**src/rtl/csa_pipe_adder_pkg.sv**
```systemverilog
// rtl/csa_pipe_adder_pkg.sv - shared constants, slice helper and stage record for csa_pipe_adder
package csa_pkg;

  localparam int CSA_WIDTH = 64;
  localparam int CSA_BLK   = 8;
  localparam int CSA_NSTG  = 4;

  function automatic int csa_slice(input int width, input int nstg);
    return width / nstg;
  endfunction

  // Stage record at the default width; a and b carry effective (post-invert) operands.
  typedef struct packed {
    logic                 valid;
    logic                 carry;
    logic [CSA_WIDTH-1:0] s;
    logic [CSA_WIDTH-1:0] a;
    logic [CSA_WIDTH-1:0] b;
  } csa_stage_t;

endpackage

```
**src/rtl/csa_pipe_adder_if.sv**
```systemverilog
// rtl/csa_pipe_adder_if.sv - operand/result handshake bundle; ovf present when CSA_PIPE_OVF_EN is defined
interface csa_pipe_adder_if
  import csa_pkg::*;
#(
  parameter int WIDTH = CSA_WIDTH
);
  logic             in_valid;
  logic             in_ready;
  logic [WIDTH-1:0] a;
  logic [WIDTH-1:0] b;
  logic             cin;
  logic             sub;
  logic             out_valid;
  logic             out_ready;
  logic [WIDTH-1:0] sum;
  logic             cout;
`ifdef CSA_PIPE_OVF_EN
  logic             ovf;
`endif

  modport master (
    output in_valid, a, b, cin, sub, out_ready,
    input  in_ready, out_valid, sum, cout
`ifdef CSA_PIPE_OVF_EN
    , input ovf
`endif
  );

  modport slave (
    input  in_valid, a, b, cin, sub, out_ready,
    output in_ready, out_valid, sum, cout
`ifdef CSA_PIPE_OVF_EN
    , output ovf
`endif
  );
endinterface

```
**src/rtl/csa_pipe_adder_block.sv**
```systemverilog
// rtl/csa_pipe_adder_block.sv - combinational BLK-bit carry-select block built from two CLA evaluations
module csa_block
  import csa_pkg::*;
#(
  parameter int BLK = CSA_BLK
) (
  input  logic [BLK-1:0] a,
  input  logic [BLK-1:0] b,
  input  logic           cin,
  output logic [BLK-1:0] s,
  output logic           cout
);
  logic [BLK-1:0] g;
  logic [BLK-1:0] p;
  logic [BLK:0]   c0;
  logic [BLK:0]   c1;

  assign g = a & b;
  assign p = a ^ b;

  // Both carry-in hypotheses are resolved up front; the incoming carry only drives the select.
  always_comb begin
    c0    = '0;
    c1    = '0;
    c1[0] = 1'b1;
    for (int i = 0; i < BLK; i++) begin
      c0[i+1] = g[i] | (p[i] & c0[i]);
      c1[i+1] = g[i] | (p[i] & c1[i]);
    end
  end

  assign s    = cin ? (p ^ c1[BLK-1:0]) : (p ^ c0[BLK-1:0]);
  assign cout = cin ? c1[BLK] : c0[BLK];

endmodule

```
**src/rtl/csa_pipe_adder.sv**
```systemverilog
// rtl/csa_pipe_adder.sv - skewed-pipeline carry-select add/sub with backpressure; CSA_PIPE_OVF_EN adds ovf
module csa_pipe_adder
  import csa_pkg::*;
#(
  parameter int WIDTH = CSA_WIDTH,
  parameter int BLK   = CSA_BLK,
  parameter int NSTG  = CSA_NSTG
) (
  input  logic             clk,
  input  logic             rst,
  csa_pipe_adder_if.slave  bus
);
  localparam int SLICE = csa_slice(WIDTH, NSTG);
  localparam int NBS   = SLICE / BLK;
  localparam int NB    = WIDTH / BLK;
  localparam logic [WIDTH-1:0] ONE = 1;

  typedef struct packed {
    logic             valid;
    logic             carry;
    logic [WIDTH-1:0] s;
    logic [WIDTH-1:0] a;
    logic [WIDTH-1:0] b;
  } stage_t;

  stage_t           stg    [NSTG];
  logic [WIDTH-1:0] a_src  [NSTG];
  logic [WIDTH-1:0] b_src  [NSTG];
  logic [WIDTH-1:0] s_prev [NSTG];
  logic [WIDTH-1:0] s_next [NSTG];
  logic             c_src  [NSTG];
  logic             c_out  [NSTG];
  logic             v_src  [NSTG];
  logic [WIDTH-1:0] blk_s;
  logic             en;
  logic             accept;

  assign en           = bus.out_ready | ~bus.out_valid;
  assign accept       = bus.in_valid & en;
  assign bus.in_ready = en;

  // Block j belongs to stage j/NBS; the block carry ripples only inside its own slice.
  for (genvar j = 0; j < NB; j++) begin : gen_blk
    localparam int K = j / NBS;
    logic           ci;
    logic           co;
    logic [BLK-1:0] s;
    if (j % NBS == 0) begin : g_first
      assign ci = c_src[K];
    end else begin : g_next
      assign ci = gen_blk[j-1].co;
    end
    csa_block #(.BLK(BLK)) u_blk (
      .a    (a_src[K][j*BLK +: BLK]),
      .b    (b_src[K][j*BLK +: BLK]),
      .cin  (ci),
      .s    (s),
      .cout (co)
    );
    assign blk_s[j*BLK +: BLK] = s;
  end

  for (genvar k = 0; k < NSTG; k++) begin : gen_stg
    localparam logic [WIDTH-1:0] MASK = ((ONE << SLICE) - ONE) << (k * SLICE);
    if (k == 0) begin : g_head
      assign a_src[k]  = bus.a;
      assign b_src[k]  = bus.sub ? ~bus.b : bus.b;
      assign c_src[k]  = bus.sub ^ bus.cin;
      assign s_prev[k] = '0;
      assign v_src[k]  = accept;
    end else begin : g_body
      assign a_src[k]  = stg[k-1].a;
      assign b_src[k]  = stg[k-1].b;
      assign c_src[k]  = stg[k-1].carry;
      assign s_prev[k] = stg[k-1].s;
      assign v_src[k]  = stg[k-1].valid;
    end
    assign c_out[k]  = gen_blk[(k+1)*NBS-1].co;
    assign s_next[k] = (s_prev[k] & ~MASK) | (blk_s & MASK);
  end

  always_ff @(posedge clk or posedge rst) begin
    if (rst) begin
      for (int k = 0; k < NSTG; k++) stg[k] <= '0;
    end else if (en) begin
      for (int k = 0; k < NSTG; k++) begin
        stg[k].valid <= v_src[k];
        stg[k].carry <= c_out[k];
        stg[k].s     <= s_next[k];
        stg[k].a     <= a_src[k];
        stg[k].b     <= b_src[k];
      end
    end
  end

  assign bus.out_valid = stg[NSTG-1].valid;
  assign bus.sum       = stg[NSTG-1].s;
  assign bus.cout      = stg[NSTG-1].carry;

`ifdef CSA_PIPE_OVF_EN
  // Carry into the MSB is recovered from the MSB sum bit: c = a ^ b ^ s.
  logic ovf_q;
  always_ff @(posedge clk or posedge rst) begin
    if (rst) begin
      ovf_q <= 1'b0;
    end else if (en) begin
      ovf_q <= a_src[NSTG-1][WIDTH-1] ^ b_src[NSTG-1][WIDTH-1] ^ blk_s[WIDTH-1] ^ c_out[NSTG-1];
    end
  end
  assign bus.ovf = ovf_q;
`endif

endmodule

```
**src/flat_wrapper.sv**
```systemverilog
// flat-port wrapper written by rule: the top's interface ports become plain ports
module csa_pipe_adder_flat import csa_pkg::*;
#(
  parameter int WIDTH = CSA_WIDTH,
  parameter int BLK   = CSA_BLK,
  parameter int NSTG  = CSA_NSTG
)
  (clk, rst, bus_in_valid, bus_a, bus_b, bus_cin, bus_sub, bus_out_ready, bus_in_ready, bus_out_valid, bus_sum, bus_cout);
  csa_pipe_adder_if #(.WIDTH(WIDTH)) bus_i ();
  input  logic clk;
  input  logic rst;
  input wire logic [$bits(bus_i.in_valid)-1:0] bus_in_valid;
  input wire logic [$bits(bus_i.a)-1:0] bus_a;
  input wire logic [$bits(bus_i.b)-1:0] bus_b;
  input wire logic [$bits(bus_i.cin)-1:0] bus_cin;
  input wire logic [$bits(bus_i.sub)-1:0] bus_sub;
  input wire logic [$bits(bus_i.out_ready)-1:0] bus_out_ready;
  output wire logic [$bits(bus_i.in_ready)-1:0] bus_in_ready;
  output wire logic [$bits(bus_i.out_valid)-1:0] bus_out_valid;
  output wire logic [$bits(bus_i.sum)-1:0] bus_sum;
  output wire logic [$bits(bus_i.cout)-1:0] bus_cout;
  assign bus_i.in_valid = bus_in_valid;
  assign bus_i.a = bus_a;
  assign bus_i.b = bus_b;
  assign bus_i.cin = bus_cin;
  assign bus_i.sub = bus_sub;
  assign bus_i.out_ready = bus_out_ready;
  assign bus_in_ready = bus_i.in_ready;
  assign bus_out_valid = bus_i.out_valid;
  assign bus_sum = bus_i.sum;
  assign bus_cout = bus_i.cout;
  csa_pipe_adder #(.WIDTH(WIDTH), .BLK(BLK), .NSTG(NSTG)) u_core (.clk(clk), .rst(rst), .bus(bus_i));
endmodule
```
**config.mk**
```make
export PLATFORM = sky130hd
export DESIGN_NAME = csa_pipe_adder_flat
export DESIGN_NICKNAME = d
export VERILOG_FILES = /design/src/rtl/csa_pipe_adder_pkg.sv /design/src/rtl/csa_pipe_adder_if.sv /design/src/rtl/csa_pipe_adder_block.sv /design/src/rtl/csa_pipe_adder.sv /design/src/flat_wrapper.sv
export SDC_FILE = /design/constraint.sdc
export NUM_CORES = 1
export LEC_CHECK = 0
export BUFFER_PORTS_ARGS = -buffer_cell sky130_fd_sc_hd__buf_2
export CAP_MARGIN = 20
export CORE_ASPECT_RATIO = 2
export CORE_MARGIN = 2
export CORE_UTILIZATION = 45
export CTS_CLUSTER_DIAMETER = 50
export CTS_CLUSTER_SIZE = 40
export DETAILED_ROUTE_END_ITERATION = 10
export REMOVE_ABC_BUFFERS = 1
export SLEW_MARGIN = 10
export SYNTH_ARGS = -nofsm -noshare
export SYNTH_HDL_FRONTEND = slang
export SYNTH_SLANG_ARGS = --single-unit
```
**constraint.sdc**
```tcl
create_clock -name clk -period 15.7 [get_ports clk]
set_input_delay 3.14 -clock clk [delete_from_list [all_inputs] [get_ports clk]]
set_output_delay 3.14 -clock clk [all_outputs]
set_load 0.05 [all_outputs]
```
==> flow_metrics.tcl <==
set metrics [dict create \
    status "finished clean" \
    antenna_cells 0 \
    clock.fmax_mhz 124 \
    grt_remaining_overflow 0 \
    core_um2 36300 \
    ys_top_cells_by_area "dfrtp_1, nand2_1, ha_1" \
    internal-power_mw 2.27 \
    maxCapViolCount 0 \
    critPathMaxStageDelay_ns 0.71 \
    hold_slack_ns 0.462 \
    grt_pass1_vias 11200 \
    grt_pass1_wl_mm 54.7 \
    start_util 0.453 \
    start_kind "input pin" \
    viasPerCell 4.81 \
    hp-class "flop to flop" \
    clkPwrFrac 0.212 \
    pre_cts_slack_ns 7.69 \
    p_seq_frac 0.398 \
    synth_area_um2 16400 \
    fin_nets 2098 \
    clock_latency_ns 0.57 \
    worstSetupPathType "input pin to output port" \
    drt_wl_total_mm 32.5 \
    grt.total_usage 0.172 \
    yosys.area.top_type "dfrtp_1" \
    path_buf_inv 4 \
    end_kind "output port" \
    rows 99 \
    hp-start "u_core.b_src[122]" \
    instances_no_fill 2368 \
    ant_nets 0 \
    power.leakage_nw 9.43 \
    synthFlopType "dfrtp_1" \
    cpMostUsedCell "buf_2" \
    dieArea_um2 38200 \
    ff2ff_path_depth 13 \
    antenna_found_initial 0 \
    cts_buffers 28 \
    area_growth_pct 12.2 \
    worstPathRequired_ns 12.56 \
    synth_edf_count 0 \
    worst_slack_ns 7.66 \
    cts_buffer_depth 3 \
    worstReg2RegEnd "u_core.s_prev[47]" \
    hold-path-cell-count 2 \
    worstPathCellList "buf_2 > nor2b_4 > buf_4 > inv_8 > buf_2" \
    vias 11400 \
    crit_arrival_ns 4.90 \
    synth_seq_cells 360 \
    finalPower_mw 3.92 \
    clk_pin_slew_ns 0.10 \
    timing.rr.start "u_core.b_src[97]" \
    critPathMaxFanout 91 \
    powerDensity_nw_per_um2 213 \
    ctsResizeCount 0 \
    routedWlPerCell_um 13.7 \
    slew_headroom 0.306 \
    cts_tree "built" \
    setup_violations 0 \
    slew_violations 0 \
    hpwl_mm 21.2 \
    synth.top_cell.area_share 0.548 \
    synthDistinctLibCells 43 \
    cts_root_buf "clkbuf_16" \
    io_buffers 200 \
    nFillCells 3505 \
    ctsHoldBuffers 0 \
    grt_max_degree 241 \
    yosys_warnings 0 \
    drt_iter0_drc 502 \
    seq_area_frac_synth 0.548 \
    synthArstFlopShare 1.00 \
    drc 0 \
    p_comb_frac 0.390 \
    fin_setup_tns_ns 0 \
    cts_setup_buffers 0 \
    clock-sinks 360 \
    cts_max_level 1 \
    ir_drop_mv 0.176 \
    min_period_ns 8.04 \
    rsz0062_at_grt "false" \
    cpMaxStageDelayCell "buf_4" \
    first_pass_iters 4 \
    timing.final.crit_share 0.512 \
    switching_share 0.422 \
    holdPathEnd "u_core.b_src[58]" \
    hold_viol 0 \
    dp.cells 2316 \
    avgSynthCellArea_um2 9.11 \
    die_x_um 139 \
    die_h_um 274 \
    tightestPinTransition_ns 1.04 \
    drive_above_1_share 0.138 \
    finalClockSkew_ns 0.0244 \
    boundaryPins 201 \
    netlist_instances 1804 \
    gp_congestion 0.780 \
    cp_top_family "buffers and inverters" \
    r2r_slack_ns 11.79 \
    switching_power_mw 1.66 \
]
-- cells in the final DEF, fill, tap and decap left out, drive strengths merged, types with 4 or more instances in the layout --
cell type  instances
o22ai              4
o311ai             4
a21oi             31
buf              209
nand2            813
nand2b            16
o31ai             16
inv               46
nor2              30
dfrtp            360
xor2              25
clkinv             9
nand4b             4
ha                64
a211oi             4
o21ai             99
fa                 8
o21a              10
nor3b              7
a21boi             7
nor3               6
xnor2             71
or3                9
clkbuf            29
-- worst max-delay path by stage --
stage	cells past startpoint	slack, ns	endpoint	start
after floorplan	2	-17.08	bus_in_ready	bus_out_ready
after global placement	5	7.70	bus_in_ready	bus_out_ready
after detailed placement	5	7.69	bus_in_ready	bus_out_ready
after CTS	5	7.69	bus_in_ready	bus_out_ready
after global routing	5	7.55	bus_in_ready	bus_out_ready
final	5	7.66	bus_in_ready	bus_out_ready
-- metal layers --
| metal | vias up | global-route usage | share of wire | wire length [um] |
|---|---|---|---|---|
| li1 | 5805 | - | - | - |
| met1 | 5357 | 0.218 | 0.42 | 13700 |
| met2 | 184 | 0.310 | 0.52 | 16800 |
| met3 | 48 | 0.0178 | 0.033 | 1090 |
| met4 | 0 | 0.0574 | 0.027 | 894 |
| met5 | - | 0 | 0 | 0 |
-- logic make-up after synthesis --
group	share of synthesized area
mux	0.000609
xor+xnor	0.0512
buf+inv	0.0574
simple gates	0.215
flops	0.548
compound gates	0.0691
fa+ha+maj	0.0585
-- synthesized netlist by cell type, drive strengths merged (4+ instances only) --
| library cell | number |
|---|---|
| nand2 | 813 |
| dfrtp | 360 |
| o21ai | 99 |
| buf | 89 |
| xnor2 | 71 |
| ha | 64 |
| clkbuf | 62 |
| inv | 33 |
| a21oi | 31 |
| nor2 | 30 |
| xor2 | 25 |
| nand2b | 16 |
| o31ai | 16 |
| o21a | 10 |
| or3 | 9 |
| fa | 8 |
| a21boi | 7 |
| nor3b | 7 |
| nor3 | 6 |
| a211oi | 4 |
| nand4b | 4 |
| o22ai | 4 |
| o311ai | 4 |
-- registers in the layout, indices dropped and copies added, names as in the netlist --
register and count:
u_core.a_src 96, u_core.b_src 96, u_core.bus.cout 1, u_core.bus.out_valid 1
u_core.bus.sum 64, u_core.gen_blk.ci 3, u_core.s_prev 96, u_core.stg 3
-- worst min-delay path, delay by kind of cell, from the launching register on --
family / cells / cell delay, ns
flip-flops: 1 / 0.35
AND/OR/NAND/NOR: 2 / 0.11
-- power groups by stage --
stage                     Sequential, mW  Clock, mW  Combinational, mW
after floorplan                     1.83          0               1.05
after global placement              1.57          0               1.51
after detailed placement            1.59          0               1.56
after CTS                           1.57      0.858               1.56
after global routing                1.62      0.890               1.74
final                               1.56      0.832               1.53
-- area by class of cell --
type,instances,area (um2),area share
clock inverter,23,412,0.0223
inverter,33,139,0.00753
sequential,360,9010,0.489
tap,454,568,0.0308
clock buffer,29,726,0.0394
multi-input combinational,1260,6490,0.352
timing repair buffer,209,1100,0.0594
-- stage by stage --
stage / cell area (um2) / utilization
detailed placement: 17300 / 0.477
global placement: 17300 / 0.477
CTS: 18400 / 0.508
floorplan: 15600 / -
global route: 18400 / 0.508
finish: 18400 / 0.508
Note: power is estimated with default switching activity, not from simulation.
